$ cat src/rtl/uart_tx_arbiter_if.sv
// uart_tx_arbiter_if: requester bus plus uart_tx handshake shared by the
// arbiter (master view) and its surroundings (slave view).
interface uart_tx_arbiter_if #(
    parameter int unsigned NUM_REQ = 4
);
    localparam int unsigned IDX_W = $clog2(NUM_REQ);

    // requester side
    logic [NUM_REQ-1:0]   req;
    logic [8*NUM_REQ-1:0] req_data;
    logic [NUM_REQ-1:0]   req_parity;
    logic [NUM_REQ-1:0]   ack;
    logic [NUM_REQ-1:0]   done;
    logic                 grant_valid;
    logic [IDX_W-1:0]     grant_idx;

    // uart_tx side
    logic                 send_request;
    logic [7:0]           tx_data;
    logic                 parity_enable;
    logic                 tx_busy;
    logic                 tx_done;

    modport master (
        input  req, req_data, req_parity, tx_busy, tx_done,
        output ack, done, grant_valid, grant_idx, send_request, tx_data, parity_enable
    );

    modport slave (
        output req, req_data, req_parity, tx_busy, tx_done,
        input  ack, done, grant_valid, grant_idx, send_request, tx_data, parity_enable
    );
endinterface

$ cat src/rtl/uart_tx_arbiter.sv
// uart_tx_arbiter: round-robin sharing of one uart_tx among NUM_REQ byte
// producers. The winner's byte and parity choice are latched at grant and
// held until the transmitter is released.
// Optional feature: define UART_TX_ARB_LOCK_EN to add the lock input, which
// lets a locked requester send up to LOCK_MAX bytes without re-arbitration.
module uart_tx_arbiter #(
    parameter int unsigned NUM_REQ  = 4,
    parameter int unsigned LOCK_MAX = 16
) (
    input  logic               clk,
    input  logic               resetn,
`ifdef UART_TX_ARB_LOCK_EN
    input  logic [NUM_REQ-1:0] lock,
`endif
    uart_tx_arbiter_if.master  bus
);
    localparam int unsigned IDX_W = $clog2(NUM_REQ);
    localparam logic [IDX_W:0] NUM_REQ_W = (IDX_W+1)'(NUM_REQ);
    localparam logic [IDX_W-1:0] LAST_IDX = IDX_W'(NUM_REQ - 1);

    if (NUM_REQ < 2 || NUM_REQ > 8 || LOCK_MAX < 1) begin : g_bad_params
        $error("uart_tx_arbiter: NUM_REQ must be 2..8 and LOCK_MAX >= 1");
    end

    typedef enum logic [1:0] {
        S_IDLE,
        S_REQ,
        S_BUSY,
        S_RELEASE
    } state_t;

    state_t             state_q, state_nxt;
    logic [IDX_W-1:0]   rr_q, rr_nxt;
    logic [IDX_W-1:0]   idx_q, idx_nxt;
    logic               gv_q, gv_nxt;
    logic [7:0]         data_q, data_nxt;
    logic               par_q, par_nxt;
    logic               sreq_q, sreq_nxt;
    logic [NUM_REQ-1:0] ack_q, ack_nxt;
    logic [NUM_REQ-1:0] done_q, done_nxt;
    logic               txd_q;

`ifdef UART_TX_ARB_LOCK_EN
    localparam int unsigned BURST_W = $clog2(LOCK_MAX + 1);
    logic [BURST_W-1:0] burst_q, burst_nxt;
`endif

    logic [7:0]         data_arr [NUM_REQ];
    logic               pick_found;
    logic [IDX_W-1:0]   pick_idx;
    logic [IDX_W:0]     cand;

    for (genvar g = 0; g < NUM_REQ; g++) begin : g_data
        assign data_arr[g] = bus.req_data[8*g +: 8];
    end

    // Round-robin search: first requesting index at or above rr_q, wrapping.
    always_comb begin
        pick_found = 1'b0;
        pick_idx   = '0;
        cand       = '0;
        for (int unsigned i = 0; i < NUM_REQ; i++) begin
            cand = {1'b0, rr_q} + (IDX_W+1)'(i);
            if (cand >= NUM_REQ_W) begin
                cand = cand - NUM_REQ_W;
            end
            if (!pick_found && bus.req[cand[IDX_W-1:0]]) begin
                pick_found = 1'b1;
                pick_idx   = cand[IDX_W-1:0];
            end
        end
    end

    // Next-state and next-output logic for the grant/transmit cycle.
    always_comb begin
        state_nxt = state_q;
        rr_nxt    = rr_q;
        idx_nxt   = idx_q;
        gv_nxt    = gv_q;
        data_nxt  = data_q;
        par_nxt   = par_q;
        sreq_nxt  = sreq_q;
        ack_nxt   = '0;
        done_nxt  = '0;
`ifdef UART_TX_ARB_LOCK_EN
        burst_nxt = burst_q;
`endif
        case (state_q)
            S_IDLE: begin
                sreq_nxt = 1'b0;
                if (pick_found) begin
                    idx_nxt           = pick_idx;
                    gv_nxt            = 1'b1;
                    data_nxt          = data_arr[pick_idx];
                    par_nxt           = bus.req_parity[pick_idx];
                    ack_nxt[pick_idx] = 1'b1;
                    state_nxt         = S_REQ;
`ifdef UART_TX_ARB_LOCK_EN
                    burst_nxt         = BURST_W'(1);
`endif
                end
            end
            S_REQ: begin
                sreq_nxt = 1'b1;
                // A transmitter that reports done without ever showing busy
                // still completes the byte here.
                if (bus.tx_done) begin
                    done_nxt[idx_q] = 1'b1;
                    sreq_nxt        = 1'b0;
                    state_nxt       = S_RELEASE;
                end else if (bus.tx_busy) begin
                    state_nxt = S_BUSY;
                end
            end
            S_BUSY: begin
                sreq_nxt = 1'b1;
                if (bus.tx_done && !txd_q) begin
                    done_nxt[idx_q] = 1'b1;
                    sreq_nxt        = 1'b0;
                    state_nxt       = S_RELEASE;
                end
            end
            S_RELEASE: begin
                sreq_nxt = 1'b0;
                if (!bus.tx_busy && !bus.tx_done) begin
`ifdef UART_TX_ARB_LOCK_EN
                    if (lock[idx_q] && bus.req[idx_q] && (burst_q < BURST_W'(LOCK_MAX))) begin
                        data_nxt       = data_arr[idx_q];
                        par_nxt        = bus.req_parity[idx_q];
                        ack_nxt[idx_q] = 1'b1;
                        burst_nxt      = burst_q + BURST_W'(1);
                        state_nxt      = S_REQ;
                    end else begin
                        gv_nxt    = 1'b0;
                        rr_nxt    = (idx_q == LAST_IDX) ? '0 : idx_q + IDX_W'(1);
                        state_nxt = S_IDLE;
                    end
`else
                    gv_nxt    = 1'b0;
                    rr_nxt    = (idx_q == LAST_IDX) ? '0 : idx_q + IDX_W'(1);
                    state_nxt = S_IDLE;
`endif
                end
            end
            default: begin
                state_nxt = S_IDLE;
            end
        endcase
    end

    // State and registered outputs; reset returns everything to idle at once.
    always_ff @(posedge clk or negedge resetn) begin
        if (!resetn) begin
            state_q <= S_IDLE;
            rr_q    <= '0;
            idx_q   <= '0;
            gv_q    <= 1'b0;
            data_q  <= 8'h00;
            par_q   <= 1'b0;
            sreq_q  <= 1'b0;
            ack_q   <= '0;
            done_q  <= '0;
            txd_q   <= 1'b0;
`ifdef UART_TX_ARB_LOCK_EN
            burst_q <= '0;
`endif
        end else begin
            state_q <= state_nxt;
            rr_q    <= rr_nxt;
            idx_q   <= idx_nxt;
            gv_q    <= gv_nxt;
            data_q  <= data_nxt;
            par_q   <= par_nxt;
            sreq_q  <= sreq_nxt;
            ack_q   <= ack_nxt;
            done_q  <= done_nxt;
            txd_q   <= bus.tx_done;
`ifdef UART_TX_ARB_LOCK_EN
            burst_q <= burst_nxt;
`endif
        end
    end

    assign bus.ack           = ack_q;
    assign bus.done          = done_q;
    assign bus.grant_valid   = gv_q;
    assign bus.grant_idx     = idx_q;
    assign bus.send_request  = sreq_q;
    assign bus.tx_data       = data_q;
    assign bus.parity_enable = par_q;
endmodule

$ cat src/flat_wrapper.sv
// flat-port wrapper written by rule: the top's interface ports become plain ports
module uart_tx_arbiter_flat 
#(
    parameter int unsigned NUM_REQ  = 4,
    parameter int unsigned LOCK_MAX = 16
)
  (clk, resetn, bus_req, bus_req_data, bus_req_parity, bus_tx_busy, bus_tx_done, bus_ack, bus_done, bus_grant_valid, bus_grant_idx, bus_send_request, bus_tx_data, bus_parity_enable);
  uart_tx_arbiter_if #(.NUM_REQ(NUM_REQ)) bus_i ();
  input  logic clk;
  input  logic resetn;
  input wire logic [$bits(bus_i.req)-1:0] bus_req;
  input wire logic [$bits(bus_i.req_data)-1:0] bus_req_data;
  input wire logic [$bits(bus_i.req_parity)-1:0] bus_req_parity;
  input wire logic [$bits(bus_i.tx_busy)-1:0] bus_tx_busy;
  input wire logic [$bits(bus_i.tx_done)-1:0] bus_tx_done;
  output wire logic [$bits(bus_i.ack)-1:0] bus_ack;
  output wire logic [$bits(bus_i.done)-1:0] bus_done;
  output wire logic [$bits(bus_i.grant_valid)-1:0] bus_grant_valid;
  output wire logic [$bits(bus_i.grant_idx)-1:0] bus_grant_idx;
  output wire logic [$bits(bus_i.send_request)-1:0] bus_send_request;
  output wire logic [$bits(bus_i.tx_data)-1:0] bus_tx_data;
  output wire logic [$bits(bus_i.parity_enable)-1:0] bus_parity_enable;
  assign bus_i.req = bus_req;
  assign bus_i.req_data = bus_req_data;
  assign bus_i.req_parity = bus_req_parity;
  assign bus_i.tx_busy = bus_tx_busy;
  assign bus_i.tx_done = bus_tx_done;
  assign bus_ack = bus_i.ack;
  assign bus_done = bus_i.done;
  assign bus_grant_valid = bus_i.grant_valid;
  assign bus_grant_idx = bus_i.grant_idx;
  assign bus_send_request = bus_i.send_request;
  assign bus_tx_data = bus_i.tx_data;
  assign bus_parity_enable = bus_i.parity_enable;
  uart_tx_arbiter #(.NUM_REQ(NUM_REQ), .LOCK_MAX(LOCK_MAX)) u_core (.clk(clk), .resetn(resetn), .bus(bus_i));
endmodule
$ cat config.mk
export PLATFORM = sky130hd
export DESIGN_NAME = uart_tx_arbiter_flat
export DESIGN_NICKNAME = d
export VERILOG_FILES = /design/src/rtl/uart_tx_arbiter_if.sv /design/src/rtl/uart_tx_arbiter.sv /design/src/flat_wrapper.sv
export SDC_FILE = /design/constraint.sdc
export NUM_CORES = 1
export LEC_CHECK = 0
export ABC_CLOCK_PERIOD_IN_PS = 2100
export CORE_MARGIN = 2
export CORE_UTILIZATION = 30
export CTS_BUF_LIST = sky130_fd_sc_hd__clkbuf_8
export DETAILED_ROUTE_END_ITERATION = 10
export PLACE_DENSITY_LB_ADDON = 0.15
export SETUP_SLACK_MARGIN = 0.5
export SLEW_MARGIN = 10
export SYNTH_ARGS = -nofsm -noshare
export SYNTH_HDL_FRONTEND = slang
export SYNTH_SLANG_ARGS = --single-unit
$ cat constraint.sdc
create_clock -name clk -period 2.1 [get_ports clk]
set_clock_uncertainty 0.1 [all_clocks]
set_input_delay 0.42 -clock clk [delete_from_list [all_inputs] [get_ports clk]]
set_output_delay 0.42 -clock clk [all_outputs]
set_load 0.01 [all_outputs]
==> flow_summary_export.csv, run 1 <==
group,metric,value,unit
outcome,outcome,"finished, final reports clean",
critical_path,ff2ff_path_depth,5,
sta,rsz0062_at_grt,"true",
clock_tree,clk_path_buf_depth,2,
logic_synthesis,synthesis.nets,204,
clock_tree,clock_sinks,26,
critical_path,r2r_start,"u_core.rr_q[1]$_DFFE_PN0P_",
global_route,grt_max_degree,27,
global_route,grtUsageMet3,0.0254,
logic_synthesis,ys.warnings.count,0,
logic_synthesis,synth-edff-count,0,
cells_and_area,fin_cells,304,
critical_path,critical_path_peak_fanout,6,
sta,fin_setup_tns,0,ns
detailed_routing,wire_per_inst,15.0,um
sta,min_period,1.67,ns
sta,maxSlewViolCount,0,
cells_and_area,nets,290,
pwr,power_frac_clock,0.119,
sta,slew_headroom,0.782,
sta,min_period_over_period,0.795,
global_route,grt_first_pass_wirelength,6690,um
pwr,p_switching,1.08,mW
clock_tree,cts-root-buf,"clkbuf_8",
placed_design,placedCellCount,288,
detailed_routing,drcViolationCount,0,
critical_path,crit_type,"flop to flop",
pwr,irDropWorstVdd,0.000797,V
critical_path,crit_path_end,"u_core.bus.tx_data[4]$_DFFE_PN0P_",
sta,finalSetupViolations,0,
cells_and_area,final_common_cell,"clkdlybuf4s50_1",
die,die_y,75.2,um
detailed_routing,drt_wl_total,4560,um
global_route,use_met2,0.277,
cells_and_area,layout_common_cells,"38 x clkdlybuf4s50_1, 23 x dlygate4sd2_1, 23 x dfrtp_1",
global_route,antenna_found_initial,0,
sta,setup_slack,0.429,ns
hold_path,hold_class,"flop to flop",
critical_path,arrival,1.72,ns
global_route,overflow,0,
pwr,p_comb_frac,0.582,
sta,hold_viol,0,
cells_and_area,fin_area,0.00251,mm2
pwr,intPower,1.69,mW
clock_tree,cts_buffers,3,
logic_synthesis,synth_cell_types,35,
clock_tree,clk_pin_slew,0.09,ns
cells_and_area,area_growth,65.4,%
critical_path,crit_start,"u_core.rr_q[1]$_DFFE_PN0P_",
global_route,grtUsageMet1,0.202,
clock_tree,clkLatencyLatePin,0.27,ns
detailed_routing,ant_nets,0,
logic_synthesis,yosysSeqAreaShare,0.428,
die,dieArea,0.00565,mm2
clock_tree,cts_tree,"built",
clock_tree,cts-htree-levels,1,
logic_synthesis,ys.flop_type,"dfrtp_1",
critical_path,rrSetupSlack,0.43,ns
global_route,grt_util_all_layers,0.157,
logic_synthesis,syn_area_per_cell,9.99,um2
die,core_area,0.00482,mm2
die,start_util,0.315,
die,ioPinCount,65,
detailed_routing,num_vias,1448,
critical_path,cp-end-kind,"flop",
placed_design,placed_cell_area,0.00228,mm2
placed_design,gp_congestion,0.835,
pwr,power_density,1100,mW/mm2
pwr,swShare,0.390,
run,drv_cap,0,
global_route,gr-max-usage-layer,"met2",
detailed_routing,via_per_inst,4.76,
pwr,p_seq_frac,0.299,
pwr,power_leakage,1.16,nW
clock_tree,cts_hold_buf,0,
detailed_routing,drt_iter0_drc,55,
sta,tightest_slew,0.328,ns
logic_synthesis,synthArstFlopShare,1.00,
sta,hold_slack,0.396,ns
critical_path,cp-start-kind,"flop",
logic_synthesis,synth_seq_cells,26,
placed_design,dp_slack,-0.177,ns
die,die_w,75.2,um
cells_and_area,drive_gt1_frac,0.270,
critical_path,r2r_end,"u_core.bus.tx_data[4]$_DFFE_PN0P_",
sta,clock.fmax,599,MHz
detailed_routing,dr.pass1.iters,4,
placed_design,io_buffers,64,
critical_path,cp.required,2.15,ns
placed_design,place_hpwl,3230,um
global_route,grt_pass1_vias,1405,
die,num_rows,25,
logic_synthesis,synth_area,0.00152,mm2
cells_and_area,num_antenna_cells,0,
logic_synthesis,synth_cells,152,
==> synthesized netlist by cell type (2+ instances only) <==
library cell	instances	area share
dfrtp_1	26	0.43
nand2_1	17	0.042
o21ai_0	13	0.043
mux2i_1	10	0.066
a21boi_0	9	0.044
and3_2	9	0.044
o211ai_1	9	0.044
ha_1	8	0.066
nor2_1	6	0.015
inv_1	5	0.012
nand2b_1	5	0.021
and2_1	4	0.016
a21oi_1	3	0.0099
a211oi_1	2	0.0099
clkbuf_1	2	0.0049
nor3_1	2	0.0066
nor4_1	2	0.0082
o21a_1	2	0.0099
o31ai_1	2	0.0099
==> flip-flops by register name (all words and copies together) (netlist names) <==
signal                    cells
u_core.bus.grant_idx          2
u_core.bus.parity_enable      1
u_core.bus.send_request       1
u_core.bus.grant_valid        1
u_core.bus.ack                4
u_core.txd_q                  1
u_core.rr_q                   2
u_core.bus.tx_data            8
u_core.bus.done               4
u_core.state_q                2
==> worst max-delay path, stage by stage (launching register included) <==
cell and delay (ns):
dfrtp_2 0.47, mux2i_2 0.18, a2bb2oi_4 0.21, and2_4 0.25, mux2i_2 0.25, o211ai_1 0.10
==> repair_timing <==
item / CTS / global route
setup buffers: 6 / 3
resized for setup: 50 / 24
gates cloned: 2 / 1
setup endpoints to repair: 39 / 18
pin swaps: 6 / 9
==> how the worst min path moves through the flow <==
stage / startpoint / endpoint / slack (ns) / depth (start not counted)
floorplan: resetn / u_core.bus.ack[0]$_DFF_PN0_ / 0.02 / 0
global placement: u_core.bus.tx_data[5]$_DFFE_PN0P_ / u_core.bus.tx_data[5]$_DFFE_PN0P_ / 0.38 / 2
detailed placement: u_core.bus.tx_data[7]$_DFFE_PN0P_ / u_core.bus.tx_data[7]$_DFFE_PN0P_ / 0.39 / 2
CTS: u_core.bus.tx_data[7]$_DFFE_PN0P_ / u_core.bus.tx_data[7]$_DFFE_PN0P_ / 0.41 / 2
global route: resetn / u_core.bus.grant_valid$_DFFE_PN0P_ / 0.43 / 2
finish: u_core.bus.tx_data[7]$_DFFE_PN0P_ / u_core.bus.tx_data[7]$_DFFE_PN0P_ / 0.40 / 2
==> cell families (layout without fill, tap and decap cells) <==
group | count (synthesis) | after routing | synth area share
AND/OR/NAND/NOR | 51 | 52 | 0.185
multiplexers | 11 | 11 | 0.0733
AO/OA/AOI/OAI | 46 | 47 | 0.207
buffers and inverters | 10 | 93 | 0.0412
adder cells (fa/ha/maj) | 8 | 8 | 0.0659
flip-flops | 26 | 26 | 0.428
==> stage by stage <==
| step | power (mW) | utilization |
|---|---|---|
| after CTS | 2.63 | 0.505 |
| after detailed placement | 2.20 | 0.473 |
| after floorplan | 1.62 | - |
| after global routing | 2.99 | 0.522 |
| final | 2.77 | 0.522 |
| after global placement | 2.15 | 0.473 |
==> per-layer routing <==
| layer | up-vias | part of all wire |
|---|---|---|
| li1 | 716 | - |
| met2 | 34 | 0.53 |
| met3 | 2 | 0.044 |
| met1 | 696 | 0.42 |
| met5 | - | 0 |
| met4 | 0 | 0.0057 |
==> power groups by stage <==
stage	sequential, mW	combinational (mW)	clock (mW)
floorplan	0.872	0.747	0
global placement	0.823	1.32	0
detailed placement	0.830	1.37	0
CTS	0.819	1.47	0.338
global route	0.847	1.77	0.367
finish	0.827	1.61	0.330
==> area by class of cell <==
cell class	count	area [um2]
clock buffers	4	55.1
fillers	467	2300
inverters	5	18.8
multi-input cells	118	950
flip-flops and latches	26	654
well taps	67	83.8
repair buffers	84	751
No activity file was read; power rests on OpenSTA's default activity.
==> run 2: changes to the inputs <==
--- a/config.mk
+++ b/config.mk
@@ -5,7 +5,7 @@
 export SDC_FILE = /design/constraint.sdc
 export NUM_CORES = 1
 export LEC_CHECK = 0
-export ABC_CLOCK_PERIOD_IN_PS = 2100
+export ABC_CLOCK_PERIOD_IN_PS = 1600
 export CORE_MARGIN = 2
 export CORE_UTILIZATION = 30
 export CTS_BUF_LIST = sky130_fd_sc_hd__clkbuf_8
==> constraint.sdc (replaced) <==
create_clock -name clk -period 1.6 [get_ports clk]
set_clock_uncertainty 0.1 [all_clocks]
set_input_delay 0.32 -clock clk [delete_from_list [all_inputs] [get_ports clk]]
set_output_delay 0.32 -clock clk [all_outputs]
set_load 0.01 [all_outputs]
==> flow_summary_export.csv, run 2 (synthesis gave the netlist of run 1 again) <==
group,metric,value,unit
critical_path,slowest_delay,0.47,ns
clock_tree,cts-root-buf,"clkbuf_8",
die,dieArea,0.00565,mm2
critical_path,path_buf_inv,2,
critical_path,r2r_end,"u_core.bus.ack[1]$_DFF_PN0_",
detailed_routing,met1Wirelength,1840,um
die,core_area,0.00482,mm2
cells_and_area,post-route-util,0.562,
clock_tree,cts-htree-levels,1,
critical_path,critPathTopFamily,"simple AND/OR/NAND/NOR gates",
placed_design,io_buffers,64,
sta,min_period_over_period,1.04,
global_route,grt_max_degree,27,
cells_and_area,final_common_cell,"clkdlybuf4s50_1",
cells_and_area,final.fill_count,440,
clock_tree,cts_hold_buf,0,
global_route,overflow,0,
detailed_routing,wl_met3,192,um
cells_and_area,largest_reg_flops,8,
detailed_routing,highest_layer,"met4",
pwr,swShare,0.391,
cells_and_area,nets,305,
clock_tree,clk_path_buf_depth,2,
critical_path,ff2ff_path_depth,6,
detailed_routing,ant_nets,0,
sta,hold_viol,0,
critical_path,crit_top_cell,"buf_4",
critical_path,critical_path_peak_fanout,5,
cells_and_area,area_growth,78.3,%
critical_path,cp-end-kind,"flop",
sta,tightest_slew,0.359,ns
sta,setup_slack,-0.0618,ns
detailed_routing,drt_iter0_drc,33,
cells_and_area,layout_common_cells,"37 x clkdlybuf4s50_1, 26 x buf_4, 23 x dfrtp_1",
clock_tree,cts_buffers,3,
placed_design,place_hpwl,3160,um
die,start_util,0.315,
pwr,intPower,2.59,mW
die,die_y,75.2,um
placed_design,placed_cell_area,0.00240,mm2
detailed_routing,drcViolationCount,0,
hold_path,hold_class,"input pin to asynchronous set/reset pin",
placed_design,gp_congestion,0.809,
cells_and_area,drive_gt1_frac,0.448,
sta,maxSlewViolCount,0,
sta,rsz0062_at_grt,"true",
critical_path,r2r_start,"u_core.rr_q[1]$_DFFE_PN0P_",
critical_path,arrival,1.74,ns
global_route,grt_pass1_vias,1509,
pwr,power_frac_clock,0.104,
global_route,antenna_found_initial,0,
sta,min_period,1.66,ns
critical_path,crit_path_top_delay_cell,"dfrtp_2",
placed_design,dp_slack,-0.470,ns
die,ioPinCount,65,
pwr,p_comb_frac,0.638,
sta,clock.fmax,602,MHz
sta,slew_headroom,0.759,
cells_and_area,area.sequential,654,um2
detailed_routing,drt_wl_total,4570,um
detailed_routing,wire_per_inst,14.3,um
critical_path,cp.required,1.68,ns
clock_tree,cts_tree,"built",
pwr,power_density,1570,mW/mm2
cells_and_area,num_antenna_cells,0,
pwr,p_seq_frac,0.258,
critical_path,worstPathCellList,"buf_4 -> nor3b_2 -> a211oi_2 -> or2_4 -> buf_4 -> and3_1",
detailed_routing,via_per_inst,4.76,
clock_tree,clkLatencyLatePin,0.28,ns
sta,finalSetupViolations,12,
sta,hold_slack,0.301,ns
detailed_routing,dr.pass1.iters,4,
die,die_w,75.2,um
die,num_rows,25,
cells_and_area,multi_input_area,0.00104,mm2
critical_path,cp-start-kind,"flop",
pwr,p_switching,1.66,mW
critical_path,crit_type,"flop to flop",
global_route,grt_first_pass_wirelength,6820,um
detailed_routing,dr_wl_met2,2460,um
outcome,violations,"negative setup slack",
detailed_routing,num_vias,1520,
outcome,outcome,"finished, violations left",
global_route,grt_util_all_layers,0.158,
pwr,irDropWorstVdd,0.000660,V
clock_tree,clk_pin_slew,0.10,ns
critical_path,rrSetupSlack,-0.06,ns
cells_and_area,fin_area,0.00271,mm2
clock_tree,clock_sinks,26,
run,drv_cap,0,
pwr,power_leakage,1.24,nW
==> run 2: changes by cell type in the layout (fill, tap and decap cells not counted), moves of 7 or more <==
| cell | before | now |
|---|---|---|
| buf_2 | 1 | 18 |
| buf_6 | 1 | 13 |
| buf_4 | 19 | 26 |
| dlygate4sd2_1 | 23 | 6 |
==> run 2: worst max-delay path by stage <==
stage                                             start                              endpoint  slack, ns  depth (start not counted)
after CTS                    u_core.rr_q[1]$_DFFE_PN0P_     u_core.bus.tx_data[0]$_DFFE_PN0P_      -0.04                          5
after detailed placement                     bus_req[2]     u_core.bus.tx_data[4]$_DFFE_PN0P_      -0.47                          6
after global placement                       bus_req[2]     u_core.bus.tx_data[0]$_DFFE_PN0P_      -0.43                          6
final                        u_core.rr_q[1]$_DFFE_PN0P_           u_core.bus.ack[1]$_DFF_PN0_      -0.06                          6
after floorplan              u_core.rr_q[1]$_DFFE_PN0P_  u_core.bus.parity_enable$_DFFE_PN0P_       0.03                          7
after global routing      u_core.state_q[1]$_DFFE_PN0P_         u_core.state_q[0]$_DFFE_PN0P_      -0.12                          6
==> run 2: per-stage QoR <==
| step | power (mW) | setup TNS, ns | std cells |
|---|---|---|---|
| 2_1_floorplan | 2.30 | 0 | 152 |
| 3_3_place_gp | 3.06 | -6.54 | 294 |
| 3_5_place_dp | 3.14 | -7.33 | 294 |
| 4_1_cts | 3.80 | -0.156 | 310 |
| 5_1_grt | 4.54 | -1.22 | 319 |
| 6_report | 4.25 | -0.253 | 319 |
==> run 2: power by group through the flow <==
stage	registers (mW)	logic (mW)	clock network [mW]
final	1.09	2.71	0.444
after global placement	1.09	1.97	0
after detailed placement	1.11	2.03	0
after global routing	1.13	2.94	0.479
after floorplan	1.17	1.14	0
after CTS	1.07	2.27	0.455
==> run 2: layout make-up <==
type,count,share of cell area
Clock buffer,4,0.0203
Inverter,5,0.00785
Multi-Input combinational cell,117,0.384
Sequential cell,26,0.242
Tap cell,67,0.0309
Timing Repair Buffer,100,0.315
==> run 2: per-layer routing <==
metal	global-route usage	vias to the layer above
met5	0	-
met4	0.0507	0
met3	0.0161	7
met2	0.295	44
met1	0.188	726
li1	-	743
==> run 2: worst register-to-register path, cell delays in order, from the launching register on <==
cell,delay [ns]
dfrtp_2,0.47
buf_4,0.16
nor3b_2,0.18
a211oi_2,0.08
or2_4,0.27
buf_4,0.15
and3_1,0.15
==> run 2: repair_timing <==
item | in CTS | in global routing
gates resized for setup | 119 | 23
gates cloned | 1 | 0
setup buffers | 11 | 9
pin swaps | 11 | 10
endpoints found under the setup margin | 46 | 46
